<file path="src/rtl/mac_accumulator_pkg.sv">
`default_nettype none
// ============================================================================
//  Module   : mac_accumulator_pkg
//  Purpose  : Shared definitions for the MAC accumulate stage: default data
//             width, FSM state encoding and the 16-bit saturation limits.
//  Ports    : none (package)
//  Revision : 1.0  initial release
// ============================================================================
package mac_accumulator_pkg;

    localparam int          c_WIDTH   = 16;
    localparam logic [15:0] c_SAT_MAX = 16'h7FFF;
    localparam logic [15:0] c_SAT_MIN = 16'h8000;

    typedef enum logic [1:0] {
        ST_IDLE  = 2'b00,
        ST_ACCUM = 2'b01,
        ST_DONE  = 2'b10
    } state_t;

endpackage
`default_nettype wire

</file>
<file path="src/rtl/mac_accumulator_if.sv">
`default_nettype none
// ============================================================================
//  Module   : mac_accumulator_if
//  Purpose  : Handshake bundle between the multiplier (product stream in),
//             the accumulator, and the downstream result consumer.
//  Ports    : start, in_valid, product, out_ready   driven by the master
//             in_ready, out_valid, sum, overflow, busy driven by the slave
//  Modports : master (stimulus / upstream+downstream side), slave (accumulator)
//  Revision : 1.0  initial release
// ============================================================================
interface mac_accumulator_if
    import mac_accumulator_pkg::*;
#(
    parameter int WIDTH = c_WIDTH
);
    logic             start;
    logic             in_valid;
    logic             in_ready;
    logic [WIDTH-1:0] product;
    logic             out_valid;
    logic             out_ready;
    logic [WIDTH-1:0] sum;
    logic             overflow;
    logic             busy;

    modport master (
        output start, in_valid, product, out_ready,
        input  in_ready, out_valid, sum, overflow, busy
    );

    modport slave (
        input  start, in_valid, product, out_ready,
        output in_ready, out_valid, sum, overflow, busy
    );

endinterface
`default_nettype wire

</file>
<file path="src/rtl/mac_accumulator_signed_add_ovf.sv">
`default_nettype none
// ============================================================================
//  Module   : signed_add_ovf
//  Purpose  : WIDTH-bit two's-complement adder with signed-overflow detect.
//             With MAC_ACCUMULATOR_SATURATE_EN defined the result is clamped
//             to the most positive / most negative value on overflow;
//             otherwise it wraps.
//  Ports    : i_a, i_b  operands
//             o_sum     result (wrapped or clamped)
//             o_ovf     signed overflow occurred on this addition
//  Macro    : MAC_ACCUMULATOR_SATURATE_EN
//  Revision : 1.0  initial release
// ============================================================================
module signed_add_ovf #(
    parameter int WIDTH = 16
) (
    input  wire logic [WIDTH-1:0] i_a,
    input  wire logic [WIDTH-1:0] i_b,
    output logic      [WIDTH-1:0] o_sum,
    output logic                  o_ovf
);

    logic [WIDTH-1:0] w_raw;
    logic             w_ovf;

    assign w_raw = i_a + i_b;

    // Overflow only possible when both operands share a sign; it shows up
    // as the result sign disagreeing with that common sign.
    assign w_ovf = (i_a[WIDTH-1] == i_b[WIDTH-1]) && (w_raw[WIDTH-1] != i_a[WIDTH-1]);

`ifdef MAC_ACCUMULATOR_SATURATE_EN
    localparam logic [WIDTH-1:0] c_POS_CLAMP = {1'b0, {(WIDTH-1){1'b1}}};
    localparam logic [WIDTH-1:0] c_NEG_CLAMP = {1'b1, {(WIDTH-1){1'b0}}};

    // On overflow the operand sign tells the direction of the excursion.
    assign o_sum = w_ovf ? (i_a[WIDTH-1] ? c_NEG_CLAMP : c_POS_CLAMP) : w_raw;
`else
    assign o_sum = w_raw;
`endif

    assign o_ovf = w_ovf;

endmodule
`default_nettype wire

</file>
<file path="src/rtl/mac_accumulator.sv">
`default_nettype none
// ============================================================================
//  Module   : mac_accumulator
//  Purpose  : Sums exactly N_TERMS signed products received over a
//             valid/ready stream and hands the sum plus a sticky overflow
//             flag to the next stage over a valid/ready handshake.
//  Ports    : clk   rising-edge clock
//             rst   synchronous active-high reset
//             bus   mac_accumulator_if.slave:
//                     start (in), in_valid (in), in_ready (out), product (in),
//                     out_valid (out), out_ready (in), sum (out),
//                     overflow (out), busy (out)
//  Macro    : MAC_ACCUMULATOR_SATURATE_EN (clamp instead of wrap; see adder)
//  Revision : 1.0  initial release
// ============================================================================
module mac_accumulator
    import mac_accumulator_pkg::*;
#(
    parameter int WIDTH   = c_WIDTH,
    parameter int N_TERMS = 8,
    parameter int CNT_W   = 4
) (
    input  wire logic          clk,
    input  wire logic          rst,
    mac_accumulator_if.slave   bus
);

    localparam logic [CNT_W-1:0] c_LAST_CNT = CNT_W'(N_TERMS - 1);

    state_t           r_state;
    state_t           w_state_nxt;
    logic [WIDTH-1:0] r_acc;
    logic [WIDTH-1:0] w_acc_nxt;
    logic [CNT_W-1:0] r_cnt;
    logic [CNT_W-1:0] w_cnt_nxt;
    logic             r_ovf;
    logic             w_ovf_nxt;
    logic [WIDTH-1:0] w_add_sum;
    logic             w_add_ovf;
    logic             w_accept;

    signed_add_ovf #(
        .WIDTH (WIDTH)
    ) u_add (
        .i_a   (r_acc),
        .i_b   (bus.product),
        .o_sum (w_add_sum),
        .o_ovf (w_add_ovf)
    );

    assign w_accept = (r_state == ST_ACCUM) && bus.in_valid;

    always_ff @(posedge clk) begin
        if (rst) begin
            r_state <= ST_IDLE;
            r_acc   <= '0;
            r_cnt   <= '0;
            r_ovf   <= 1'b0;
        end else begin
            r_state <= w_state_nxt;
            r_acc   <= w_acc_nxt;
            r_cnt   <= w_cnt_nxt;
            r_ovf   <= w_ovf_nxt;
        end
    end

    always_comb begin
        w_state_nxt = r_state;
        w_acc_nxt   = r_acc;
        w_cnt_nxt   = r_cnt;
        w_ovf_nxt   = r_ovf;

        case (r_state)
            ST_IDLE: begin
                // Previous result stays visible until a new operation starts.
                if (bus.start) begin
                    w_state_nxt = ST_ACCUM;
                    w_acc_nxt   = '0;
                    w_cnt_nxt   = '0;
                    w_ovf_nxt   = 1'b0;
                end
            end
            ST_ACCUM: begin
                if (w_accept) begin
                    w_acc_nxt = w_add_sum;
                    w_cnt_nxt = r_cnt + 1'b1;
                    w_ovf_nxt = r_ovf | w_add_ovf;
                    if (r_cnt == c_LAST_CNT) begin
                        w_state_nxt = ST_DONE;
                    end
                end
            end
            ST_DONE: begin
                // start is deliberately not looked at here: a new operation
                // needs a start seen while already in IDLE.
                if (bus.out_ready) begin
                    w_state_nxt = ST_IDLE;
                end
            end
            default: begin
                w_state_nxt = ST_IDLE;
            end
        endcase
    end

    assign bus.in_ready  = (r_state == ST_ACCUM);
    assign bus.out_valid = (r_state == ST_DONE);
    assign bus.busy      = (r_state == ST_ACCUM) || (r_state == ST_DONE);
    assign bus.sum       = r_acc;
    assign bus.overflow  = r_ovf;

endmodule
`default_nettype wire

</file>
<file path="src/flat_wrapper.sv">
// flat-port wrapper written by rule: the top's interface ports become plain ports
module mac_accumulator_flat import mac_accumulator_pkg::*;
#(
    parameter int WIDTH   = c_WIDTH,
    parameter int N_TERMS = 8,
    parameter int CNT_W   = 4
)
  (clk, rst, bus_start, bus_in_valid, bus_product, bus_out_ready, bus_in_ready, bus_out_valid, bus_sum, bus_overflow, bus_busy);
  mac_accumulator_if #(.WIDTH(WIDTH)) bus_i ();
  input  wire logic clk;
  input  wire logic rst;
  input wire logic [$bits(bus_i.start)-1:0] bus_start;
  input wire logic [$bits(bus_i.in_valid)-1:0] bus_in_valid;
  input wire logic [$bits(bus_i.product)-1:0] bus_product;
  input wire logic [$bits(bus_i.out_ready)-1:0] bus_out_ready;
  output wire logic [$bits(bus_i.in_ready)-1:0] bus_in_ready;
  output wire logic [$bits(bus_i.out_valid)-1:0] bus_out_valid;
  output wire logic [$bits(bus_i.sum)-1:0] bus_sum;
  output wire logic [$bits(bus_i.overflow)-1:0] bus_overflow;
  output wire logic [$bits(bus_i.busy)-1:0] bus_busy;
  assign bus_i.start = bus_start;
  assign bus_i.in_valid = bus_in_valid;
  assign bus_i.product = bus_product;
  assign bus_i.out_ready = bus_out_ready;
  assign bus_in_ready = bus_i.in_ready;
  assign bus_out_valid = bus_i.out_valid;
  assign bus_sum = bus_i.sum;
  assign bus_overflow = bus_i.overflow;
  assign bus_busy = bus_i.busy;
  mac_accumulator #(.WIDTH(WIDTH), .N_TERMS(N_TERMS), .CNT_W(CNT_W)) u_core (.clk(clk), .rst(rst), .bus(bus_i));
endmodule
</file>
<file path="config.mk">
export PLATFORM = sky130hd
export DESIGN_NAME = mac_accumulator_flat
export DESIGN_NICKNAME = d
export VERILOG_FILES = /design/src/rtl/mac_accumulator_pkg.sv /design/src/rtl/mac_accumulator_if.sv /design/src/rtl/mac_accumulator_signed_add_ovf.sv /design/src/rtl/mac_accumulator.sv /design/src/flat_wrapper.sv
export SDC_FILE = /design/constraint.sdc
export NUM_CORES = 1
export LEC_CHECK = 0
export BUFFER_PORTS_ARGS = -buffer_cell sky130_fd_sc_hd__buf_2
export CORE_MARGIN = 10
export CORE_UTILIZATION = 45
export DETAILED_ROUTE_END_ITERATION = 10
export GPL_TIMING_DRIVEN = 0
export PLACE_DENSITY = 0.67
export SETUP_SLACK_MARGIN = 0.5
export SLEW_MARGIN = 0
export SYNTH_ARGS = -nofsm -noshare
export SYNTH_HDL_FRONTEND = slang
export SYNTH_SLANG_ARGS = --single-unit
</file>
<file path="constraint.sdc">
create_clock -name clk -period 6.4 [get_ports clk]
set_input_delay 0.96 -clock clk [delete_from_list [all_inputs] [get_ports clk]]
set_output_delay 0.96 -clock clk [all_outputs]
set_load 0.05 [all_outputs]
</file>
==> results.yml <==
floorplanning:
  num_io_pins: 41
  initial_core_util: 0.466
  num_rows: 22
  die_x_microns: 81.6
  die_y_microns: 81.6
  core_area_sq_um: 3660
  die-area_sq_um: 6660
final_layout:
  drive_gt1_frac: 0.253
  final_nets: 287
  n_antenna_cell: 0
  area_growth_pct: 18.0
  fin_area_sq_um: 2010
  fillerInstances: 372
  finalNonFillerCells: 293
  multiInputGateArea_sq_um: 1200
  seqCellArea_sq_um: 460
timing:
  fin_crit_ns: 2.61
  setup_viol: 0
  slew_headroom: 0.562
  slew_viol_final: 0
  clock.fmax_ghz: 0.383
  grt_setup_unrepaired: "false"
  tns_ns: 0
  skew_ns: 0.00112
  post-route-period-util: 0.408
  hold_violations: 0
  tightestPinTransition_ns: 0.655
global_routing:
  antenna_found_initial: 0
  grt_usage: 0.118
  grt_pass1_vias: 1411
  grt_max_degree: 14
  grt_pass1_wl_microns: 6380
  gr-total-overflow: 0
clock_tree:
  cts_sinks: 23
  insertion_delay_ns: 0.27
  cts_made_buffers: 3
  htreeDepth: 1
  cts_setup_buffers: 0
  cts_root_buffer: "clkbuf_8"
  cts_buffer_depth: 2
  cts_resized: 0
  cts_tree: "yes"
  ctsHoldBuffers: 0
  clkTransAtPathRegs_ns: 0.08
detailed_routing:
  first_pass_iters: 4
  wl_microns: 3950
  vias_per_cell: 5.27
  via_count: 1543
  drc: 0
  avgRoutedWirePerCell_microns: 13.5
  ant_nets: 0
  drt-initial-drc-count: 98
critical_path:
  required_ns: 6.61
  path_max_fanout: 3
  critical_path_buf_inv_count: 1
  r2r_start: "u_core.bus.sum[0]"
  crit_path_max_incr_delay_ns: 0.41
  worstPathArrival_ns: 2.83
  crit_type: "primary input to flop"
  reg2reg_depth: 8
  setup.worst_path.start_class: "primary input"
  critical_path.top_delay_family: "compound AO/OA/AOI/OAI gates"
  cp-startpoint: "bus_product[0]"
  r2r-end: "u_core.bus.sum[14]"
  crit_end: "u_core.bus.sum[14]"
  critPathCaptureType: "flop"
  slowest_stage: "fa_1"
  path_cells: "buf_2 -> ha_1 -> fa_1 -> a21o_1 -> a21boi_2 -> o21ai_2 -> o21ai_1 -> mux2_2 -> nand3_1"
  r2r_slack_ns: 4.22
  cp.depth: 9
yosys:
  synth.avg_cell_area_sq_um: 8.49
  synth_nets: 242
  syn_inst: 201
  synth.distinct_cells: 50
  ys_ff_latch: 23
  async_reset_ff_frac: 0
  synth_edf_count: 0
  netlist_area_sq_um: 1710
  synthFlopType: "dfxtp_1"
  yosysWarningCount: 0
  ys_seq_area_frac: 0.270
placement:
  detailed_place_hpwl_microns: 3110
  place_area_sq_um: 1970
  place_inst: 289
  place.gp.congestion: 0.762
  port_buffers: 40
power:
  irDropWorstVdd_mv: 0.145
  powerDensity_nw_per_um2: 279
  power_w: 0.000561
  p_leak_nw: 0.938
hold_path:
  hold_class: "flop to flop"
status:
  outcome: "complete, no violations"
run:
  cap_violations: 0
[through the flow]
step                 util  hold slack [ns]  worst slack [ns]
floorplan               -            0.470              3.71
global placement    0.537            0.455              3.50
global route        0.550            0.514              3.69
CTS                 0.550            0.473              3.78
finish              0.550            0.469              3.79
detailed placement  0.537            0.460              3.49
[worst register-to-register path: cells and delay by family (launching register included)]
family / cells / cell delay, ns
compound gates: 4 / 0.71
fa+ha+maj: 2 / 0.65
mux: 1 / 0.36
flops: 1 / 0.33
simple gates: 1 / 0.07
[layout make-up]
type | instances | share of cell area
flip-flops and latches | 23 | 0.229
plain buffers | 4 | 0.00994
well taps | 48 | 0.0298
multi-input cells | 166 | 0.594
clock inverters | 1 | 0.00249
inverters | 8 | 0.0149
clock buffers | 3 | 0.0205
repair buffers | 40 | 0.0994
[cell families (layout without fill, tap and decap cells)]
family	after synthesis	in the layout	share of synthesized area
AND/OR/NAND/NOR	69	69	0.199
buffers and inverters	12	56	0.0293
XOR/XNOR	12	12	0.0616
adder cells (fa/ha/maj)	20	20	0.151
flip-flops	23	23	0.270
multiplexers	6	6	0.0359
AO/OA/AOI/OAI	59	59	0.253
[registers in the layout, summed over array words and instances, names as in the netlist]
name,count
u_core.r_state,2
u_core.bus.sum,16
u_core.r_cnt,4
u_core.bus.overflow,1
[power by group]
| group | internal, W | total [W] | leakage (nW) | switching, W |
|---|---|---|---|---|
| logic | 0.0000966 | 0.000297 | 0.726 | 0.000201 |
| registers | 0.000159 | 0.000172 | 0.186 | 0.0000129 |
| clock network | 0.0000435 | 0.0000913 | 0.0255 | 0.0000478 |
| total | 0.000300 | 0.000561 | 0.938 | 0.000262 |
[routing by layer]
layer / part of all wire / vias up / GRT usage / routed length, microns
met2: 0.42 / 35 / 0.179 / 1670
met5: 0 / - / 0 / 0
met4: 0.010 / 0 / 0.0357 / 41
li1: - / 815 / - / -
met1: 0.48 / 689 / 0.151 / 1920
met3: 0.083 / 4 / 0.0469 / 328
[synth_stat cells, drive strengths merged (3+ instances only)]
cell type	instances	area, sq um
dfxtp	23	460
nand2	23	86.3
ha	19	238
nor2	18	67.6
a21oi	17	111
o21ai	14	77.6
inv	8	30.0
a22oi	7	52.6
xnor2	6	52.6
xor2	6	52.6
mux2i	5	50.1
a21o	4	30.0
nand3	4	20.0
a21boi	3	26.3
nand2b	3	18.8
nand3b	3	22.5
nand4	3	18.8
nor3b	3	22.5
o211ai	3	32.5
[worst min-delay path by stage]
| stage | cells past startpoint | to | from | slack (ns) |
|---|---|---|---|---|
| 6_report | 2 | u_core.bus.overflow | u_core.bus.overflow | 0.47 |
| 5_1_grt | 2 | u_core.bus.sum[11] | u_core.bus.sum[11] | 0.51 |
| 4_1_cts | 2 | u_core.bus.overflow | u_core.bus.overflow | 0.47 |
| 3_5_place_dp | 2 | u_core.bus.overflow | u_core.bus.overflow | 0.46 |
| 3_3_place_gp | 2 | u_core.bus.overflow | u_core.bus.overflow | 0.45 |
| 2_1_floorplan | 2 | u_core.r_cnt[3] | u_core.r_cnt[3] | 0.47 |
[layout by cell type (no fill, tap or decap), types with 2 or more instances in the layout]
cell type  instances
ha_1              19
nor3b_1            3
dfxtp_1           23
and2_1             2
a21oi_1           14
clkbuf_1           2
a21oi_4            2
nand2b_1           3
nor2_1            18
nand4_1            3
o21ai_2            2
nand3b_1           3
mux2i_1            5
a22oi_1            7
xor2_1             6
buf_2             41
o21bai_1           2
nand2_1           23
inv_1              8
nand3_1            4
or3_1              2
a21o_1             4
o211ai_2           2
clkbuf_8           3
o21ai_0           11
and3_1             2
xnor2_1            6
No activity file was read; power rests on OpenSTA's default activity.
